**src/rtl/mul_sequencer_if.sv**
```systemverilog
// Operand/result bundle between EXE-stage control and the multiply sequencer.
// master = pipeline side (drives operands), slave = sequencer.
interface mul_sequencer_if #(
  parameter int WIDTH = 32
) ();
  logic             start;
  logic             flush;
  logic             accumulate;
  logic             s_bit;
  logic [WIDTH-1:0] op_a;
  logic [WIDTH-1:0] op_b;
  logic [WIDTH-1:0] acc_in;
  logic [3:0]       dest_in;
  logic [3:0]       status_in;
  logic             busy;
  logic             freeze;
  logic             done;
  logic [WIDTH-1:0] result;
  logic [3:0]       dest_out;
  logic [3:0]       status_bits;
  logic             status_we;

  modport master (
    output start, flush, accumulate, s_bit,
    output op_a, op_b, acc_in, dest_in, status_in,
    input  busy, freeze, done, result,
    input  dest_out, status_bits, status_we
  );

  modport slave (
    input  start, flush, accumulate, s_bit,
    input  op_a, op_b, acc_in, dest_in, status_in,
    output busy, freeze, done, result,
    output dest_out, status_bits, status_we
  );
endinterface

```
**src/rtl/mul_sequencer.sv**
```systemverilog
// Iterative shift-add MUL/MLA sequencer; freezes the pipeline while running.
// Ports: clk, rst (async active-low), bus (mul_sequencer_if.slave).
module mul_sequencer #(
  parameter int WIDTH = 32
) (
  input  logic clk,
  input  logic rst,
  mul_sequencer_if.slave bus
);

  localparam int CW = $clog2(WIDTH + 1);

  typedef enum logic [1:0] {
    IDLE = 2'd0,
    RUN  = 2'd1,
    DONE = 2'd2
  } state_t;

  state_t           state_q, state_d;
  logic [CW-1:0]    cnt_q, cnt_d;
  logic [WIDTH-1:0] acc_q, acc_d;
  logic [WIDTH-1:0] mcand_q, mcand_d;
  logic [WIDTH-1:0] mplier_q, mplier_d;
  logic [3:0]       dest_q, dest_d;
  logic             s_q, s_d;
  logic [1:0]       cv_q, cv_d;
  logic [WIDTH-1:0] res_q, res_d;
  logic [3:0]       dout_q, dout_d;
  logic [3:0]       stb_q, stb_d;

  logic [WIDTH-1:0] acc_nx;
  logic [WIDTH-1:0] mplier_sh;
  logic [CW-1:0]    cnt_nx;
  logic [WIDTH-1:0] acc_init;
  logic             accept;

  always_comb begin
    state_d   = state_q;
    cnt_d     = cnt_q;
    acc_d     = acc_q;
    mcand_d   = mcand_q;
    mplier_d  = mplier_q;
    dest_d    = dest_q;
    s_d       = s_q;
    cv_d      = cv_q;
    res_d     = res_q;
    dout_d    = dout_q;
    stb_d     = stb_q;
    acc_nx    = mplier_q[0] ? acc_q + mcand_q : acc_q;
    mplier_sh = mplier_q >> 1;
    cnt_nx    = cnt_q + CW'(1);
    acc_init  = bus.accumulate ? bus.acc_in : '0;
    accept    = (state_q == IDLE) && bus.start && !bus.flush;

    if (bus.flush) begin
      state_d = IDLE;
    end else begin
      unique case (state_q)
        IDLE: begin
          if (bus.start) begin
            acc_d    = acc_init;
            mcand_d  = bus.op_a;
            mplier_d = bus.op_b;
            cnt_d    = '0;
            dest_d   = bus.dest_in;
            s_d      = bus.s_bit;
            cv_d     = bus.status_in[1:0];
            if (bus.op_b == '0) begin
              state_d = DONE;
              res_d   = acc_init;
              dout_d  = bus.dest_in;
              stb_d   = {acc_init[WIDTH-1],
                         acc_init == '0,
                         bus.status_in[1:0]};
            end else begin
              state_d = RUN;
            end
          end
        end
        RUN: begin
          acc_d    = acc_nx;
          mcand_d  = mcand_q << 1;
          mplier_d = mplier_sh;
          cnt_d    = cnt_nx;
          if (mplier_sh == '0 ||
              cnt_nx == CW'(WIDTH)) begin
            state_d = DONE;
            res_d   = acc_nx;
            dout_d  = dest_q;
            stb_d   = {acc_nx[WIDTH-1],
                       acc_nx == '0, cv_q};
          end
        end
        DONE: state_d = IDLE;
        default: state_d = IDLE;
      endcase
    end
  end

  always_ff @(posedge clk or negedge rst) begin
    if (!rst) begin
      state_q  <= IDLE;
      cnt_q    <= '0;
      acc_q    <= '0;
      mcand_q  <= '0;
      mplier_q <= '0;
      dest_q   <= '0;
      s_q      <= 1'b0;
      cv_q     <= '0;
      res_q    <= '0;
      dout_q   <= '0;
      stb_q    <= '0;
    end else begin
      state_q  <= state_d;
      cnt_q    <= cnt_d;
      acc_q    <= acc_d;
      mcand_q  <= mcand_d;
      mplier_q <= mplier_d;
      dest_q   <= dest_d;
      s_q      <= s_d;
      cv_q     <= cv_d;
      res_q    <= res_d;
      dout_q   <= dout_d;
      stb_q    <= stb_d;
    end
  end

  // A flush landing on the DONE cycle must still suppress the
  // result pulse, so done is gated by the live flush input.
  assign bus.busy        = (state_q != IDLE);
  assign bus.freeze      = accept || (state_q == RUN);
  assign bus.done        = (state_q == DONE) && !bus.flush;
  assign bus.status_we   = bus.done && s_q;
  assign bus.result      = res_q;
  assign bus.dest_out    = dout_q;
  assign bus.status_bits = stb_q;

endmodule

```
**src/flat_wrapper.sv**
```systemverilog
// flat-port wrapper written by rule: the top's interface ports become plain ports
module mul_sequencer_flat 
#(
  parameter int WIDTH = 32
)
  (clk, rst, bus_start, bus_flush, bus_accumulate, bus_s_bit, bus_op_a, bus_op_b, bus_acc_in, bus_dest_in, bus_status_in, bus_busy, bus_freeze, bus_done, bus_result, bus_dest_out, bus_status_bits, bus_status_we);
  mul_sequencer_if #(.WIDTH(WIDTH)) bus_i ();
  input  logic clk;
  input  logic rst;
  input wire logic [$bits(bus_i.start)-1:0] bus_start;
  input wire logic [$bits(bus_i.flush)-1:0] bus_flush;
  input wire logic [$bits(bus_i.accumulate)-1:0] bus_accumulate;
  input wire logic [$bits(bus_i.s_bit)-1:0] bus_s_bit;
  input wire logic [$bits(bus_i.op_a)-1:0] bus_op_a;
  input wire logic [$bits(bus_i.op_b)-1:0] bus_op_b;
  input wire logic [$bits(bus_i.acc_in)-1:0] bus_acc_in;
  input wire logic [$bits(bus_i.dest_in)-1:0] bus_dest_in;
  input wire logic [$bits(bus_i.status_in)-1:0] bus_status_in;
  output wire logic [$bits(bus_i.busy)-1:0] bus_busy;
  output wire logic [$bits(bus_i.freeze)-1:0] bus_freeze;
  output wire logic [$bits(bus_i.done)-1:0] bus_done;
  output wire logic [$bits(bus_i.result)-1:0] bus_result;
  output wire logic [$bits(bus_i.dest_out)-1:0] bus_dest_out;
  output wire logic [$bits(bus_i.status_bits)-1:0] bus_status_bits;
  output wire logic [$bits(bus_i.status_we)-1:0] bus_status_we;
  assign bus_i.start = bus_start;
  assign bus_i.flush = bus_flush;
  assign bus_i.accumulate = bus_accumulate;
  assign bus_i.s_bit = bus_s_bit;
  assign bus_i.op_a = bus_op_a;
  assign bus_i.op_b = bus_op_b;
  assign bus_i.acc_in = bus_acc_in;
  assign bus_i.dest_in = bus_dest_in;
  assign bus_i.status_in = bus_status_in;
  assign bus_busy = bus_i.busy;
  assign bus_freeze = bus_i.freeze;
  assign bus_done = bus_i.done;
  assign bus_result = bus_i.result;
  assign bus_dest_out = bus_i.dest_out;
  assign bus_status_bits = bus_i.status_bits;
  assign bus_status_we = bus_i.status_we;
  mul_sequencer #(.WIDTH(WIDTH)) u_core (.clk(clk), .rst(rst), .bus(bus_i));
endmodule
```
**config.mk**
```make
export PLATFORM = sky130hd
export DESIGN_NAME = mul_sequencer_flat
export DESIGN_NICKNAME = d
export VERILOG_FILES = /design/src/rtl/mul_sequencer_if.sv /design/src/rtl/mul_sequencer.sv /design/src/flat_wrapper.sv
export SDC_FILE = /design/constraint.sdc
export NUM_CORES = 1
export LEC_CHECK = 0
export CORE_UTILIZATION = 45
export DETAILED_ROUTE_END_ITERATION = 6
export GPL_ROUTABILITY_DRIVEN = 0
export PLACE_DENSITY = 0.69
export SYNTH_ARGS = -nofsm -noshare
export SYNTH_HDL_FRONTEND = slang
export SYNTH_SLANG_ARGS = --single-unit
export TNS_END_PERCENT = 5
```
**constraint.sdc**
```tcl
create_clock -name clk -period 3.8 [get_ports clk]
set_clock_uncertainty 0.15 [all_clocks]
set_input_delay 0.38 -clock clk [delete_from_list [all_inputs] [get_ports clk]]
set_output_delay 0.38 -clock clk [all_outputs]
set_load 0.1 [all_outputs]
```
==> results.sh, run 1 <==
export IMPL_antenna_found_initial=3
export IMPL_power_density_nw_per_um2=778.9
export IMPL_worstMarginPinSlew_ns=1.058
export IMPL_worstSkewPairLatency_ns=0.44
export IMPL_critical_path_top_delay_family="compound AO/OA/AOI/OAI gates"
export IMPL_hold_slack_ns=0.3318
export IMPL_first_pass_iters=5
export IMPL_hpwl_um=18970
export IMPL_grt_usage_pct=25.68
export IMPL_critPathMaxFanout=9
export IMPL_numPortBuffers=151
export IMPL_rsz0062_at_grt="false"
export IMPL_vias=8758
export IMPL_io_pins=154
export IMPL_hold_violations=0
export IMPL_p_leak_nw=4.878
export IMPL_yosys_top_cells_count="231 x nand2_1, 150 x dfrtp_1, 107 x nor2_1"
export IMPL_clk_pin_slew_ns=0.07
export IMPL_worstPathRequired_ns=4.01
export IMPL_ys_seq_area_share_pct=40.34
export IMPL_vias_per_cell=5.815
export IMPL_clockRootBuffer="clkbuf_16"
export IMPL_slew_viol_final=0
export IMPL_grt_pass1_vias=8306
export IMPL_yosys_area_top_type="dfrtp_1"
export IMPL_crit_type="flip-flop to flip-flop"
export IMPL_grt_pass1_wl_um=43060
export IMPL_cts_tree="yes"
export IMPL_critical_path_max_stage_delay_ns=0.75
export IMPL_drt_total_wl_um=26730
export IMPL_drc=0
export IMPL_synth_area_um2=9304
export IMPL_end_kind="flip-flop"
export IMPL_run_status="finished, final reports clean"
export IMPL_rows=52
export IMPL_synth_warnings=0
export IMPL_overflow=0
export IMPL_core_um2=20230
export IMPL_maxCapViolCount=0
export IMPL_fmax_mhz=277.4
export IMPL_die_area_um2=21250
export IMPL_start_util_pct=45.98
export IMPL_post_cts_repair_setup_buffers=0
export IMPL_path_cells="ha_1 > nand3_1 > o211ai_4 > a41oi_2 > a2111oi_0 > o31ai_1 > a31oi_1 > nand3b_1 > or4_1 > o21ai_1"
export IMPL_synth_cells=1107
export IMPL_hold_class="flip-flop to flip-flop"
export IMPL_syn2layout_area_growth_pct=24.80
export IMPL_die_h_um=145.8
export IMPL_grt_max_degree=151
export IMPL_cts_buffers=17
export IMPL_syn_avg_cell_area_um2=8.405
export IMPL_tns_ns=0
export IMPL_critPathLaunchType="flip-flop"
export IMPL_fin_crit_sh_pct=94.87
export IMPL_wl_per_cell_um=17.75
export IMPL_arrival_ns=3.82
export IMPL_cts_buffer_depth=2
export IMPL_async_reset_ff_share_pct=100.0
export IMPL_final_nets=1364
export IMPL_ant_nets=0
export IMPL_synth_edff_count=0
export IMPL_final_core_utilization_pct=57.38
export IMPL_max_slew_margin_pct=29.26
export IMPL_drtIter0Drc=750
export IMPL_cts_htree_levels=4
export IMPL_die_x_um=145.8
export IMPL_synth_fp_nets=1250
export IMPL_yosysTopAreaCellShare_pct=40.34
export IMPL_fin_crit_ns=3.605
export IMPL_synthDistinctLibCells=73
export IMPL_layout_drive_gt1_share_pct=9.319
export IMPL_synth_seq_cells=150
export IMPL_dominantRegCellSynth="dfrtp_1"
export IMPL_crit_buf_inv=0
export IMPL_yosysMostFrequentCell="nand2_1"
export IMPL_synth_area_top_cells="dfrtp_1 40%, nand2_1 9.3%, a31oi_1 5.5%"
export IMPL_cts_sinks=150
export IMPL_vdd_drop_max_v=0.0006922
export IMPL_crit_slowest_cell="a2111oi_0"
export IMPL_setup_violations_final=0
export IMPL_num_fill_cells=1814
cell usage in the layout, fill, tap and decap left out, types with 16 or more instances in the layout:
master           count
ha_1                32
clkdlybuf4s50_1    147
dfrtp_1            149
mux2_2              35
nand3_1             29
nand2_1            231
clkbuf_16           17
nor3_1              16
a31oi_1             82
o21ai_0             73
a21oi_1             45
nand4_1             19
nor2_1             106
mux2i_1             19
nor4_1              27
what timing repair did:
action	CTS	global route
hold endpoints to repair	88	0
resized for setup	0	2
hold buffers	1	0
endpoints found under the setup margin	0	1
through the flow:
stage	std cells	power, mW	setup slack (ns)	instance area, um^2
floorplan	1107	6.022	0.5027	9309
global placement	1471	7.170	0.3029	10980
detailed placement	1471	7.228	0.1788	10980
CTS	1504	9.023	0.1677	11600
global route	1504	9.567	0.006299	11610
finish	1506	9.044	0.1950	11610
registers in the layout (all words and copies together) (netlist names):
name	cells
u_core.acc_q	32
u_core.bus.result	32
u_core.mcand_q	32
u_core.mplier_q	32
u_core.cnt_q	6
u_core.bus.dest_out	4
u_core.dest_q	4
u_core.bus.status_bits	3
u_core.cv_q	2
u_core.state_q	2
u_core.s_q	1
where the power goes:
group | switching, mW | internal [mW] | total, mW
sequential | 0.383 | 2.04 | 2.42
combinational | 3.26 | 1.61 | 4.86
clock | 0.754 | 1.01 | 1.76
total | 4.39 | 4.65 | 9.04
cell families (layout without fill, tap and decap cells):
kind of cell | Yosys count | count (layout) | share of synthesized area [%]
XOR/XNOR | 18 | 18 | 1.695
AND/OR/NAND/NOR | 488 | 488 | 23.79
multiplexers | 54 | 54 | 6.280
flip-flops | 150 | 150 | 40.34
AO/OA/AOI/OAI | 280 | 280 | 19.38
buffers and inverters | 84 | 211 | 3.994
other | 0 | 2 | 0
adder cells (fa/ha/maj) | 33 | 33 | 4.519
path summary, 6_finish.rpt:
kind / slack (ns) / cells past startpoint / end / start
max: 0.19 / 10 / u_core.bus.status_bits[2]$_DFFE_PN0P_ / u_core.acc_q[4]$_DFFE_PN0P_
min: 0.33 / 2 / u_core.bus.dest_out[2]$_DFFE_PN0P_ / u_core.bus.dest_out[2]$_DFFE_PN0P_
max reg2reg: 0.19 / 10 / u_core.bus.status_bits[2]$_DFFE_PN0P_ / u_core.acc_q[4]$_DFFE_PN0P_
min reg2reg: 0.33 / 2 / u_core.bus.dest_out[2]$_DFFE_PN0P_ / u_core.bus.dest_out[2]$_DFFE_PN0P_
max in group asynchronous: 2.23 / 3 / u_core.mplier_q[22]$_DFFE_PN0P_ / rst
min in group asynchronous: 0.44 / 2 / u_core.acc_q[9]$_DFFE_PN0P_ / rst
final cells by class:
| class | instances | area, um^2 | share of cell area, % |
|---|---|---|---|
| multi-input cells | 873 | 5216 | 44.92 |
| flip-flops and latches | 150 | 3755 | 32.34 |
| repair buffers | 166 | 1645 | 14.17 |
| clock buffers | 19 | 442.9 | 3.815 |
| well taps | 270 | 337.8 | 2.909 |
| clock inverters | 13 | 160.2 | 1.379 |
| inverters | 13 | 48.80 | 0.4203 |
| diodes | 2 | 5.005 | 0.04310 |
tightest hold or removal path: cells and delay by family, from the launching register on:
kind | cells | cell delay, ns
flip-flops | 1 | 0.34
AO/OA/AOI/OAI | 1 | 0.06
AND/OR/NAND/NOR | 1 | 0.05
layer usage:
| metal | vias to the layer above | routed length [um] | track usage [%] | part of all wire, % |
|---|---|---|---|---|
| li1 | 4231 | - | - | - |
| met1 | 4159 | 12260 | 35.39 | 46 |
| met2 | 316 | 11640 | 38.09 | 44 |
| met3 | 50 | 1994 | 6.897 | 7.5 |
| met4 | 2 | 828 | 10.58 | 3.1 |
| met5 | - | 13 | 0 | 0.049 |
Power figures use the tool's default switching activity.
==> run 2, diff against run 1 <==
--- a/config.mk
+++ b/config.mk
@@ -5,6 +5,7 @@
 export SDC_FILE = /design/constraint.sdc
 export NUM_CORES = 1
 export LEC_CHECK = 0
+export ABC_AREA = 1
 export CORE_UTILIZATION = 45
 export DETAILED_ROUTE_END_ITERATION = 6
 export GPL_ROUTABILITY_DRIVEN = 0
==> constraint.sdc (replaced) <==
create_clock -name clk -period 4.6 [get_ports clk]
set_clock_uncertainty 0.15 [all_clocks]
set_input_delay 0.46 -clock clk [delete_from_list [all_inputs] [get_ports clk]]
set_output_delay 0.46 -clock clk [all_outputs]
set_load 0.1 [all_outputs]
==> run 2 against run 1 <==
Global-route usage rose by 0.17 points. Wire length up 3.9%. Final area grew 4.4%. Combinational power rose by 18%. Synthesized area up 5.6%. Sequential share of layout area down 1.4 points. Synthesized cell count grew 30%. Count of clock-buffer cells in the layout is 2 lower. Sequential power fell by 2%. Non-clock buffer count shrank 4. Critical endpoint is now bus_status_we. Largest cell class unchanged. Highest routed layer unchanged.
==> results.sh, run 2 <==
export IMPL_ys_seq_area_share_pct=38.20
export IMPL_yosysMostFrequentCell="nand2_1"
export IMPL_r2r_start="u_core.mcand_q[0]$_DFFE_PN0P_"
export IMPL_layout_drive_gt1_share_pct=4.069
export IMPL_r2r_setup_slack_ns=1.54
export IMPL_worstSkewPairLatency_ns=0.44
export IMPL_io_pins=154
export IMPL_grt_pass1_vias=8988
export IMPL_worstMarginPinSlew_ns=1.063
export IMPL_multi_input_area_um2=5027
export IMPL_wl_per_cell_um=15.03
export IMPL_clk_pin_slew_ns=0.07
export IMPL_maxCapViolCount=0
export IMPL_synth_cells=1442
export IMPL_clockRootBuffer="clkbuf_16"
export IMPL_synth_area_top_cells="dfrtp_1 38%, nand2_1 18%, inv_1 7.9%"
export IMPL_drtIter0Drc=841
export IMPL_async_reset_ff_share_pct=100.0
export IMPL_synth_warnings=0
export IMPL_cts_htree_levels=4
export IMPL_syn_avg_cell_area_um2=6.814
export IMPL_crit_buf_inv=3
export IMPL_drt_total_wl_um=27790
export IMPL_yosysTopAreaCellShare_pct=38.20
export IMPL_vias=9670
export IMPL_end_kind="output pin"
export IMPL_hold_end="u_core.bus.result[2]$_DFFE_PN0P_"
export IMPL_layout_setup_ws_ns=1.531
export IMPL_yosys_top_cells_count="481 x nand2_1, 207 x inv_1, 150 x dfrtp_1"
export IMPL_fin_cells=1849
export IMPL_synth_area_um2=9826
export IMPL_power_mw=9.559
export IMPL_tns_ns=0
export IMPL_syn2layout_area_growth_pct=23.41
export IMPL_hold_slack_ns=0.3395
export IMPL_seqCellArea_um2=3754
export IMPL_critPathMaxFanout=3
export IMPL_dpl_worst_slack_ns=1.173
export IMPL_fin_crit_ns=3.069
export IMPL_rows=53
export IMPL_synth_edff_count=0
export IMPL_rsz0062_at_grt="false"
export IMPL_crit_slowest_cell="clkdlybuf4s50_1"
export IMPL_final_cell_mix="481 x nand2_1, 207 x inv_1, 150 x dfrtp_1"
export IMPL_crit_type="input pin to output pin"
export IMPL_hold_class="flip-flop to flip-flop"
export IMPL_path_cells="clkdlybuf4s50_1 > inv_1 > nand2_1 > nor3b_1 > clkdlybuf4s50_1"
export IMPL_power_density_nw_per_um2=788.4
export IMPL_overflow=0
export IMPL_antenna_found_initial=2
export IMPL_reg2reg_to="u_core.bus.status_bits[2]$_DFFE_PN0P_"
export IMPL_hold_violations=0
export IMPL_fin_area_um2=12130
export IMPL_die_x_um=149.8
export IMPL_cts_buffer_depth=2
export IMPL_die_area_um2=22430
export IMPL_start_util_pct=46.30
export IMPL_cts_buffers=17
export IMPL_numPortBuffers=151
export IMPL_final_nets=1704
export IMPL_critical_path_top_delay_family="buffers and inverters"
export IMPL_min_from="u_core.bus.result[2]$_DFFE_PN0P_"
export IMPL_cts_sinks=150
export IMPL_p_leak_nw=5.928
export IMPL_worstPathRequired_ns=3.99
export IMPL_cts_tree="yes"
export IMPL_yosys_area_top_type="dfrtp_1"
export IMPL_vdd_drop_max_v=0.0005143
export IMPL_synth_seq_cells=150
export IMPL_hpwl_um=20830
export IMPL_reg2reg_depth=15
export IMPL_grt_max_degree=99
export IMPL_ant_nets=0
export IMPL_dp_cells=1816
export IMPL_max_slew_margin_pct=28.92
export IMPL_critical_path_max_stage_delay_ns=1.16
export IMPL_vias_per_cell=5.230
export IMPL_arrival_ns=2.46
export IMPL_synthDistinctLibCells=41
export IMPL_cp_common_cell="clkdlybuf4s50_1"
export IMPL_run_status="finished, final reports clean"
export IMPL_drc=0
export IMPL_critPathLaunchType="input pin"
export IMPL_fmax_mhz=325.9
export IMPL_dominantRegCellSynth="dfrtp_1"
export IMPL_final_common_cell="nand2_1"
export IMPL_grt_usage_pct=25.85
export IMPL_die_h_um=149.8
export IMPL_first_pass_iters=5
export IMPL_setup_violations_final=0
export IMPL_synth_fp_nets=1585
export IMPL_whs_path_depth=2
export IMPL_slew_viol_final=0
export IMPL_core_um2=21220
export IMPL_post_dp_cell_area_um2=11500
export IMPL_grt_pass1_wl_um=44950
export IMPL_final_core_utilization_pct=57.14
export IMPL_fin_crit_sh_pct=66.71
export IMPL_num_fill_cells=2082
run 2: cells by family (layout without fill, tap and decap cells):
family	after synthesis	after routing	share of synthesized area (%)
AO/OA/AOI/OAI	274	274	16.38
adder cells (fa/ha/maj)	33	33	4.279
XOR/XNOR	5	5	0.4457
other	0	1	0
flip-flops	150	150	38.20
multiplexers	7	7	0.8023
AND/OR/NAND/NOR	700	700	29.26
buffers and inverters	273	404	10.63
run 2: what timing repair did:
item,in CTS,in global routing
hold buffers,1,0
gates resized for setup,0,0
hold endpoints to repair,70,0
setup buffers,0,0
run 2: routing by layer:
layer / global-route usage, % / share of wire, % / up-vias
met4: 8.687 / 2.3 / 2
met2: 39.14 / 43 / 295
met3: 7.470 / 8.5 / 52
met1: 35.27 / 46 / 4378
li1: - / - / 4943
met5: 0 / 0.047 / -
run 2: worst min-delay path, cell delays in order (launching register included):
cell and delay (ns):
dfrtp_1 0.35, nand2_1 0.05, nand2_1 0.06
run 2: report_power, final:
part	switching [mW]	leakage [nW]	internal, mW
clock	0.634	0.300	0.825
sequential	0.446	1.88	1.92
combinational	4.07	3.74	1.67
total	5.15	5.93	4.41
run 2: worst max-delay path by stage:
stage	end	from	slack, ns	cells past startpoint
5_1_grt	u_core.bus.status_bits[2]$_DFFE_PN0P_	u_core.mcand_q[0]$_DFFE_PN0P_	1.31	17
3_5_place_dp	u_core.bus.status_bits[1]$_DFFE_PN0P_	bus_op_b[18]	1.17	10
3_3_place_gp	u_core.bus.dest_out[3]$_DFFE_PN0P_	bus_op_b[30]	1.22	10
2_1_floorplan	bus_status_we	bus_flush	1.20	3
6_report	bus_status_we	bus_flush	1.53	5
4_1_cts	bus_status_we	bus_flush	1.51	5
run 2: area by class of cell:
| type | instances | share of cell area [%] |
|---|---|---|
| clock buffers | 17 | 3.508 |
| multi-input cells | 1019 | 41.46 |
| inverters | 211 | 6.552 |
| well taps | 275 | 2.838 |
| flip-flops and latches | 150 | 30.96 |
| clock inverters | 14 | 1.507 |
| diodes | 1 | 0.02064 |
| repair buffers | 162 | 13.16 |
